File: src/rtl/acc_cla_pkg.sv
// acc_cla_pkg: shared definitions for the streaming frame accumulator.
//   S_ACC / S_OUT : FSM state encodings (1 bit).
//   BW_DATA_DEF   : default operand/sum width.
//   FRAME_LEN_DEF : default number of operands per frame.
package acc_cla_pkg;

    localparam int unsigned BW_DATA_DEF   = 32;
    localparam int unsigned FRAME_LEN_DEF = 4;

    localparam logic [0:0] S_ACC = 1'b0;
    localparam logic [0:0] S_OUT = 1'b1;

endpackage

File: src/rtl/acc_cla_if.sv
// acc_cla_if: operand stream in, frame result out.
//   i_data/i_valid/o_ready : upstream operand handshake.
//   o_sum/o_ovf/o_valid/i_ready : downstream result handshake.
//   master : the side that produces operands and consumes results.
//   slave  : the accumulator.
interface acc_cla_if
    import acc_cla_pkg::*;
#(
    parameter int unsigned BW_DATA = BW_DATA_DEF
);
    logic [BW_DATA-1:0] i_data;
    logic               i_valid;
    logic               o_ready;
    logic [BW_DATA-1:0] o_sum;
    logic               o_ovf;
    logic               o_valid;
    logic               i_ready;

    modport master (
        output i_data, i_valid, i_ready,
        input  o_ready, o_sum, o_ovf, o_valid
    );

    modport slave (
        input  i_data, i_valid, i_ready,
        output o_ready, o_sum, o_ovf, o_valid
    );
endinterface

File: src/rtl/adder_cla.sv
// adder_cla: carry-lookahead adder built from 4-bit lookahead groups, with
// group generate/propagate feeding a group-level carry lookahead.
//   i_a, i_b : operands (BW bits, BW a multiple of 4)
//   i_c      : carry-in
//   o_s      : sum modulo 2^BW
//   o_c      : carry-out
module adder_cla #(
    parameter int unsigned BW = 32
) (
    input  logic [BW-1:0] i_a,
    input  logic [BW-1:0] i_b,
    input  logic          i_c,
    output logic [BW-1:0] o_s,
    output logic          o_c
);
    localparam int unsigned NG = BW / 4;

    logic [BW-1:0] g;
    logic [BW-1:0] p;
    logic [BW:0]   c;
    logic [NG-1:0] gg;
    logic [NG-1:0] gp;
    logic [NG:0]   gc;

    always_comb begin
        g  = i_a & i_b;
        p  = i_a ^ i_b;
        gg = '0;
        gp = '1;
        c  = '0;
        gc = '0;
        // group generate/propagate
        for (int unsigned k = 0; k < NG; k++) begin
            for (int unsigned j = 0; j < 4; j++) begin
                gg[k] = g[4*k+j] | (p[4*k+j] & gg[k]);
                gp[k] = gp[k] & p[4*k+j];
            end
        end
        // carry into each group
        gc[0] = i_c;
        for (int unsigned k = 0; k < NG; k++) begin
            gc[k+1] = gg[k] | (gp[k] & gc[k]);
        end
        // carries inside each group, seeded from the group carry
        for (int unsigned k = 0; k < NG; k++) begin
            c[4*k] = gc[k];
            for (int unsigned j = 0; j < 3; j++) begin
                c[4*k+j+1] = g[4*k+j] | (p[4*k+j] & c[4*k+j]);
            end
        end
        c[BW] = gc[NG];
        o_s   = p ^ c[BW-1:0];
        o_c   = c[BW];
    end
endmodule

File: src/rtl/acc_cla.sv
// acc_cla: streaming frame accumulator. Sums FRAME_LEN accepted operands per
// frame through adder_cla and presents the sum plus a sticky carry-out flag.
//   i_clk  : clock, rising edge
//   i_rstn : asynchronous active-low reset
//   bus    : acc_cla_if.slave (operand in, result out)
// Optional build macro ACC_CLA_SATURATE_EN: after the first carry-out of a
// frame the running sum is clamped to all-ones for the rest of the frame.
module acc_cla
    import acc_cla_pkg::*;
#(
    parameter int unsigned BW_DATA   = BW_DATA_DEF,
    parameter int unsigned FRAME_LEN = FRAME_LEN_DEF,
    parameter int unsigned BW_CNT    = $clog2(FRAME_LEN) + 1
) (
    input  logic     i_clk,
    input  logic     i_rstn,
    acc_cla_if.slave bus
);
    logic [0:0]         state;
    logic [BW_DATA-1:0] acc;
    logic [BW_CNT-1:0]  cnt;
    logic               ovf;
    logic [BW_DATA-1:0] sum_q;
    logic               ovf_q;
    logic               valid_q;

    logic [BW_DATA-1:0] add_s;
    logic               add_c;
    logic [BW_DATA-1:0] acc_nxt;
    logic               ovf_nxt;
    logic               last;

    adder_cla #(.BW(BW_DATA)) u_adder (
        .i_a (acc),
        .i_b (bus.i_data),
        .i_c (1'b0),
        .o_s (add_s),
        .o_c (add_c)
    );

    assign ovf_nxt = ovf | add_c;
`ifdef ACC_CLA_SATURATE_EN
    assign acc_nxt = ovf_nxt ? '1 : add_s;
`else
    assign acc_nxt = add_s;
`endif
    assign last = (cnt == BW_CNT'(FRAME_LEN - 1));

    assign bus.o_ready = (state == S_ACC);
    assign bus.o_sum   = sum_q;
    assign bus.o_ovf   = ovf_q;
    assign bus.o_valid = valid_q;

    always_ff @(posedge i_clk or negedge i_rstn) begin
        if (!i_rstn) begin
            state   <= S_ACC;
            acc     <= '0;
            cnt     <= '0;
            ovf     <= 1'b0;
            sum_q   <= '0;
            ovf_q   <= 1'b0;
            valid_q <= 1'b0;
        end else if (state == S_ACC) begin
            if (bus.i_valid) begin
                acc <= acc_nxt;
                ovf <= ovf_nxt;
                cnt <= cnt + 1'b1;
                if (last) begin
                    sum_q   <= acc_nxt;
                    ovf_q   <= ovf_nxt;
                    valid_q <= 1'b1;
                    state   <= S_OUT;
                end
            end
        end else begin
            if (bus.i_ready) begin
                valid_q <= 1'b0;
                acc     <= '0;
                cnt     <= '0;
                ovf     <= 1'b0;
                state   <= S_ACC;
            end
        end
    end
endmodule

File: src/flat_wrapper.sv
// flat-port wrapper written by rule: the top's interface ports become plain ports
module acc_cla_flat import acc_cla_pkg::*;
#(
    parameter int unsigned BW_DATA   = BW_DATA_DEF,
    parameter int unsigned FRAME_LEN = FRAME_LEN_DEF,
    parameter int unsigned BW_CNT    = $clog2(FRAME_LEN) + 1
)
  (i_clk, i_rstn, bus_i_data, bus_i_valid, bus_i_ready, bus_o_ready, bus_o_sum, bus_o_ovf, bus_o_valid);
  acc_cla_if #(.BW_DATA(BW_DATA)) bus_i ();
  input  logic i_clk;
  input  logic i_rstn;
  input wire logic [$bits(bus_i.i_data)-1:0] bus_i_data;
  input wire logic [$bits(bus_i.i_valid)-1:0] bus_i_valid;
  input wire logic [$bits(bus_i.i_ready)-1:0] bus_i_ready;
  output wire logic [$bits(bus_i.o_ready)-1:0] bus_o_ready;
  output wire logic [$bits(bus_i.o_sum)-1:0] bus_o_sum;
  output wire logic [$bits(bus_i.o_ovf)-1:0] bus_o_ovf;
  output wire logic [$bits(bus_i.o_valid)-1:0] bus_o_valid;
  assign bus_i.i_data = bus_i_data;
  assign bus_i.i_valid = bus_i_valid;
  assign bus_i.i_ready = bus_i_ready;
  assign bus_o_ready = bus_i.o_ready;
  assign bus_o_sum = bus_i.o_sum;
  assign bus_o_ovf = bus_i.o_ovf;
  assign bus_o_valid = bus_i.o_valid;
  acc_cla #(.BW_DATA(BW_DATA), .FRAME_LEN(FRAME_LEN), .BW_CNT(BW_CNT)) u_core (.i_clk(i_clk), .i_rstn(i_rstn), .bus(bus_i));
endmodule
File: config.mk
export PLATFORM = sky130hd
export DESIGN_NAME = acc_cla_flat
export DESIGN_NICKNAME = d
export VERILOG_FILES = /design/src/rtl/acc_cla_pkg.sv /design/src/rtl/acc_cla_if.sv /design/src/rtl/adder_cla.sv /design/src/rtl/acc_cla.sv /design/src/flat_wrapper.sv
export SDC_FILE = /design/constraint.sdc
export NUM_CORES = 1
export LEC_CHECK = 0
export BUFFER_PORTS_ARGS = -buffer_cell sky130_fd_sc_hd__clkbuf_2
export CAP_MARGIN = 20
export CORE_UTILIZATION = 56
export DETAILED_ROUTE_END_ITERATION = 6
export PLACE_DENSITY = 0.8
export SYNTH_ARGS = -nofsm -noshare
export SYNTH_HDL_FRONTEND = slang
export SYNTH_SLANG_ARGS = --single-unit
File: constraint.sdc
create_clock -name i_clk -period 6.2 [get_ports i_clk]
set_clock_uncertainty 0.1 [all_clocks]
set_input_delay 0.62 -clock i_clk [delete_from_list [all_inputs] [get_ports i_clk]]
set_output_delay 0.62 -clock i_clk [all_outputs]
set_load 0.005 [all_outputs]
Word level (Yosys, flattened, before mapping)
Cells that the tools add are included.
- add/subtract/negate cells: 1
- equal/unequal tests: 2
- muxes and demuxes: 16
- bitwise gates (word level): 130
- reduce and logical (&&, ||, !) cells: 5
- operators by type and width (cell ; count):
    2-to-1 mux 32 bit ; 3
    AND 1 bit ; 73
    bitwise XOR 32 bit ; 2
    bitwise OR 1 bit ; 53
    AND 32 bit ; 1
    2-to-1 mux 1 bit ; 10
    2-to-1 mux 3 bit ; 3
    AND reduction 3 bit ; 2
    nonzero test 2 bit ; 2
    adder 3 x 1 -> 3 bit (second input constant) ; 1
    == test 3 x 2 -> 1 bit (second input constant) ; 1
    != test 2 bit (second input constant) ; 1
    AND reduction 2 bit ; 1
    inverter 1 bit ; 1
- register bits: 71
- bits of input ports: 36
- output and inout bits: 35
- word-level logic and storage cells: 161

Logic depth before layout (Yosys ltp)
- word-level depth: 28
- mapped depth: 17
- mapped depth without buffers: 17

By module
From an unflattened synthesis, not the netlist that was laid out.
- cells, all modules: 337
- area total of the unflattened synthesis: 4464.3 um2
- modules (own cells, without submodules) (module ; times used ; cells an instance ; area each (um2)):
    acc_cla ; 1 ; 209 ; 3128.0
    adder_cla ; 1 ; 128 ; 1336.3

Least setup slack after synthesis
Ideal clock, no wire load.
- path kind: in2reg
- from: in bus_i_data[0]
- to: reg u_core.sum_q[30] (netlist: u_core.bus.o_sum[30])
- library setup time: 0.125 ns
- data arrival time: 4.435 ns
- data required time: 5.975 ns
- setup slack: 1.540 ns
- cell stages on the path: 16
- path buffers: 0
- cells stage by stage: ha_1 > inv_1 > fa_1 > fa_1 > fa_1 > nand2b_1 > a21oi_1 > o31ai_2 > a21oi_1 > nand2b_1 > a31oi_1 > fa_1 > fa_1 > inv_1 > fa_1 > mux2_2
- cells in the longest elaborated chain, start to end: 24
- ends and longest elaborated chain (item ; RTL line ; source):
    from (decl) ; flat_wrapper.sv:12 ; input wire logic [$bits(bus_i.i_data)-1:0] bus_i_data;
    AND 32 bit ; adder_cla.sv:26 ; g = i_a & i_b;
    AND 1 bit ; adder_cla.sv:35 ; gg[k] = g[4*k+j] | (p[4*k+j] & gg[k]);
    bitwise OR 1 bit ; adder_cla.sv:35 ;
    AND 1 bit ; adder_cla.sv:35 ;
    bitwise OR 1 bit ; adder_cla.sv:35 ;
    AND 1 bit ; adder_cla.sv:35 ;
    bitwise OR 1 bit ; adder_cla.sv:35 ;
    AND 1 bit ; adder_cla.sv:42 ; gc[k+1] = gg[k] | (gp[k] & gc[k]);
    [... 9 more ...] ; - ;
    AND 1 bit ; adder_cla.sv:42 ;
    bitwise OR 1 bit ; adder_cla.sv:42 ;
    AND 1 bit ; adder_cla.sv:48 ; c[4*k+j+1] = g[4*k+j] | (p[4*k+j] & c[4*k+j]);
    bitwise OR 1 bit ; adder_cla.sv:48 ;
    AND 1 bit ; adder_cla.sv:48 ;
    bitwise OR 1 bit ; adder_cla.sv:48 ;
    bitwise XOR 32 bit ; adder_cla.sv:52 ; o_s = p ^ c[BW-1:0];
    named net u_core.acc_nxt[30] ; acc_cla.sv:29 ; logic [BW_DATA-1:0] acc_nxt;
    to (signal assigned) ; acc_cla.sv:69 ; sum_q <= acc_nxt;
    to (decl) ; acc_cla.sv:23 ; logic [BW_DATA-1:0] sum_q;
The timed path passes the listed nets, and every way through them passes these cells.
A chain may end at the register's enable or synchronous reset.

Worst setup path after layout
- from: reg u_core.acc[0]
- to: reg u_core.acc[27]
- cells in the longest elaborated chain, start to end: 26
- ends and longest elaborated chain (item ; RTL line ; source):
    from (decl) ; acc_cla.sv:20 ; logic [BW_DATA-1:0] acc;
    from (signal assigned) ; acc_cla.sv:65 ; acc <= acc_nxt;
    AND 32 bit ; adder_cla.sv:26 ;
    AND 1 bit ; adder_cla.sv:35 ;
    bitwise OR 1 bit ; adder_cla.sv:35 ;
    AND 1 bit ; adder_cla.sv:35 ;
    bitwise OR 1 bit ; adder_cla.sv:35 ;
    AND 1 bit ; adder_cla.sv:35 ;
    bitwise OR 1 bit ; adder_cla.sv:35 ;
    AND 1 bit ; adder_cla.sv:42 ;
    [... 10 more ...] ; - ;
    bitwise OR 1 bit ; adder_cla.sv:48 ;
    AND 1 bit ; adder_cla.sv:48 ;
    bitwise OR 1 bit ; adder_cla.sv:48 ;
    AND 1 bit ; adder_cla.sv:48 ;
    bitwise OR 1 bit ; adder_cla.sv:48 ;
    bitwise XOR 32 bit ; adder_cla.sv:52 ;
    2-to-1 mux 32 bit ; acc_cla.sv:64 ; if (bus.i_valid) begin
    2-to-1 mux 32 bit ; acc_cla.sv:63 ; end else if (state == S_ACC) begin
Every way passes these cells. The select of a mux whose other input is x is not followed.

==> results summary <==
The time the final worst path needs with I/O delays and setup came out at 4.73 ns. The critical path required time came out at 6.28 ns. The core region is 0.00679 mm2. The number of cell rows is 30. The initial core utilization is between 50% and 60%. The worst setup path is launched from a register.

The routed wire length came out at 7.69 mm. The internal portion of total power came out at between 1 and 1.5 mW. TritonCTS built the clock tree. Data arrives at the worst endpoint at 4.81 ns.

Routability-driven placement finished with a final weighted congestion of 0.850. The tree is rooted in a sky130_fd_sc_hd__clkbuf_8. Summed over all layers, the global routing overflow is 0. The worst setup path is captured at a register. The slew of the pin with the lowest slew margin came out at 1.03 ns. The most common cell after layout, fill and taps aside is sky130_fd_sc_hd__nand2_1. The tool flagged a number of max-cap violations equal to 0. The number of nets in the finished design came out at 560.

The hold buffer count at cts is 0. The setup path with the least slack is of type reg2reg. After layout, the worst setup slack is 1.47 ns. The clock-pin slew of the registers on the worst-case setup and hold paths is ~0.070 ns. The share of the yosys chip area belonging to registers is 45.3%.

Net switching is 40.6% of the power. The part of the power in the clock network is 14.8%. The pre-antenna-repair detailed-routing pass consisted of 4 iterations. The horizontal die dimension is 85.7 um. The top achievable clock speed came out at 0.212 GHz.

The final routed DRC violation total is 0. Of all nets on the critical path, the largest fanout is 3. The die area is 0.00735 mm2. The share of total power in sequential cells is 37.9%. The initial antenna violation count came out at 0.

In this run the tool buffered the top-level ports with 70 buffer cells. The final-layout fill cell count is about 560. The HPWL after detailed placement is between 5 and 6 mm. The worst setup timing slack at the placement stage is 1.08 ns. Setup repair after global routing left no endpoint under its margin. The number of antenna diodes is 0.

The combinational power share came out at 47.3%. The max-slew violation count came out at 0. The post-route setup TNS came out at 0 ns. In this run the tightest slew margin relative to its limit is 31.3%. The clock passes through at most 2 buffers.

The area overhead of the layout relative to synthesis came out at 15.7%. The warning count from the yosys run is 0. In this run, CTS created clock tree buffers numbering 9. Setup violations remaining at the end of the flow were counted as 0. The final routed wire length divided by cell count is ~14 um. The setup check on the worst reg-to-reg path leaves a slack of 1.47 ns. Dividing the final minimum period by the clock period gives 76.2%.

The cell area after technology mapping is 0.00393 mm2. The clock latency of the later-clocked register in the worst-skew pair is about 0.34 ns. The number of global-route vias before repair is 2960.

The post-synthesis net count is 489. The run finished with clean final reports. 71 I/O pins were placed.

The number of H-tree levels came out at 3. The initial DRC count is 105. The power density over cell area is 477 mW/mm2. The critical path starts at u_core.acc[0]$_DFFE_PN0P_. The startpoint identified for the worst register-to-register timing path is u_core.acc[0]$_DFFE_PN0P_. After detailed routing, the number of vias per cell comes to ~5.1. The number of gates resized after cts came out at 0. The most critical setup path has its endpoint at u_core.acc[27]$_DFFE_PN0P_. For this run, the total global-route usage over all layers was measured as 23.7%. Entering global routing, the biggest net connects 72 pins. The number of different library cells in the post-synthesis netlist came out at 30. The final hold violation count came to 0.

The power spent charging and discharging nets is ~900 uW. The most used flip-flop cell after synthesis is sky130_fd_sc_hd__dfrtp_1. The peak ir drop on the vdd network came out at 0.239 mV. For this design the static power due to leakage is between 2 and 2.5 nW. In this run the critical register-to-register path is captured at u_core.acc[27]$_DFFE_PN0P_. The post-synthesis async set-or-reset flop share is 100%. The number of instances in the synthesized netlist is 398. The post-route antenna net violation count came out at 0.

The count of flip-flops with a built-in enable after synthesis is 0. The synthesized design contains 71 register bits. The total vias in the final route is 2923.

The floorplan die height is 85.7 um. The cell count of the worst reg-to-reg path is 16. The share of layout cells above drive strength 1 came out at about a fifth. The average instance in the mapped netlist occupies 9.86 um2.

Leaving out fill and tap cells, the most frequent cells in the layout are 77 x sky130_fd_sc_hd__nand2_1, 71 x sky130_fd_sc_hd__dfrtp_1, 70 x sky130_fd_sc_hd__o21ai_0. The tightest min-delay check is of the in2async type. The global-route wire length before repair is approximately 14 mm.

The number of buffers inserted to repair setup after CTS is 0. Clock tree synthesis found a total of 71 sinks.
sequential cells by signal, summed over array words and instances, names as in the netlist:
register,count
u_core.state,1
u_core.ovf,1
u_core.bus.o_ovf,1
u_core.bus.o_sum,32
u_core.bus.o_valid,1
u_core.acc,32
u_core.cnt,3
logic make-up (layout without fill, tap and decap cells):
group,Yosys count,in the layout,share of synthesized area [%]
fa+ha+maj,55,55,22.1
mux,2,2,0.574
buf+inv,65,140,6.41
simple gates,97,97,9.91
xor+xnor,7,7,1.56
flops,71,71,45.3
compound gates,101,101,14.2
metal layers:
metal,up-vias,routed length (um),part of all wire [%],track usage [%]
met5,-,0,0,0
met2,68,3570,46,36.7
met3,14,320,4.2,4.23
li1,1440,-,-,-
met4,0,163,2.1,9.85
met1,1401,3640,47,33.3
power groups by stage:
stage	clock [mW]	sequential [mW]	combinational, mW
floorplan	0	0.807	0.703
global placement	0	0.817	0.976
detailed placement	0	0.828	1.02
CTS	0.324	0.823	1.03
global route	0.342	0.849	1.21
finish	0.320	0.821	1.02
synthesized netlist by cell type, drive strengths merged, types with 2 or more instances:
master / instances / share of area, %
nand2: 78 / 7.5
o21ai: 73 / 9.3
dfrtp: 71 / 45
inv: 52 / 5.0
ha: 31 / 9.9
fa: 24 / 12
a21oi: 16 / 2.1
nor2: 11 / 1.1
clkbuf: 7 / 0.67
buf: 6 / 0.76
xor2: 6 / 1.3
a22o: 3 / 0.67
nand2b: 3 / 0.48
a211oi: 2 / 0.38
mux2: 2 / 0.57
worst max-delay path, cell delays in order, from the launching register on:
cell and delay (ns):
sky130_fd_sc_hd__dfrtp_1 0.37, sky130_fd_sc_hd__ha_1 0.15, sky130_fd_sc_hd__inv_1 0.05, sky130_fd_sc_hd__fa_1 0.41, sky130_fd_sc_hd__fa_1 0.43, sky130_fd_sc_hd__fa_1 0.44
sky130_fd_sc_hd__nand2b_1 0.17, sky130_fd_sc_hd__a21oi_1 0.21, sky130_fd_sc_hd__o31ai_2 0.09, sky130_fd_sc_hd__a21oi_1 0.24, sky130_fd_sc_hd__nand2b_1 0.20, sky130_fd_sc_hd__a21boi_0 0.14
sky130_fd_sc_hd__fa_1 0.44, sky130_fd_sc_hd__fa_1 0.43, sky130_fd_sc_hd__fa_1 0.42, sky130_fd_sc_hd__xor2_1 0.18, sky130_fd_sc_hd__o21ai_0 0.10
final cells by class:
class / instances / area (um2) / area share, %
multi-input cells: 262 / 1900 / 41.8
flip-flops and latches: 71 / 1780 / 39.1
repair buffers: 73 / 385 / 8.48
inverters: 52 / 195 / 4.30
clock buffers: 11 / 141 / 3.11
well taps: 96 / 120 / 2.64
clock inverters: 4 / 22.5 / 0.496
per-stage QoR:
step / power, mW / area, um2 / hold slack, ns / instances / util (%)
2_1_floorplan: 1.51 / 3930 / 0.224 / 398 / -
3_3_place_gp: 1.79 / 4360 / 0.359 / 553 / 64.1
3_5_place_dp: 1.85 / 4360 / 0.370 / 553 / 64.1
4_1_cts: 2.18 / 4520 / 0.386 / 568 / 66.6
5_1_grt: 2.40 / 4540 / 0.407 / 569 / 66.9
6_report: 2.17 / 4540 / 0.370 / 569 / 66.9
how the worst min path moves through the flow:
| stage | cells past startpoint | start | to | slack, ns |
|---|---|---|---|---|
| floorplan | 0 | i_rstn | u_core.acc[0]$_DFFE_PN0P_ | 0.22 |
| global placement | 2 | u_core.bus.o_sum[14]$_DFFE_PN0P_ | u_core.bus.o_sum[14]$_DFFE_PN0P_ | 0.36 |
| detailed placement | 2 | u_core.bus.o_sum[5]$_DFFE_PN0P_ | u_core.bus.o_sum[5]$_DFFE_PN0P_ | 0.37 |
| CTS | 2 | u_core.bus.o_sum[5]$_DFFE_PN0P_ | u_core.bus.o_sum[5]$_DFFE_PN0P_ | 0.39 |
| global route | 2 | u_core.bus.o_sum[27]$_DFFE_PN0P_ | u_core.bus.o_sum[27]$_DFFE_PN0P_ | 0.41 |
| finish | 2 | i_rstn | u_core.bus.o_sum[21]$_DFFE_PN0P_ | 0.37 |
(Power assumes the default switching activity.)
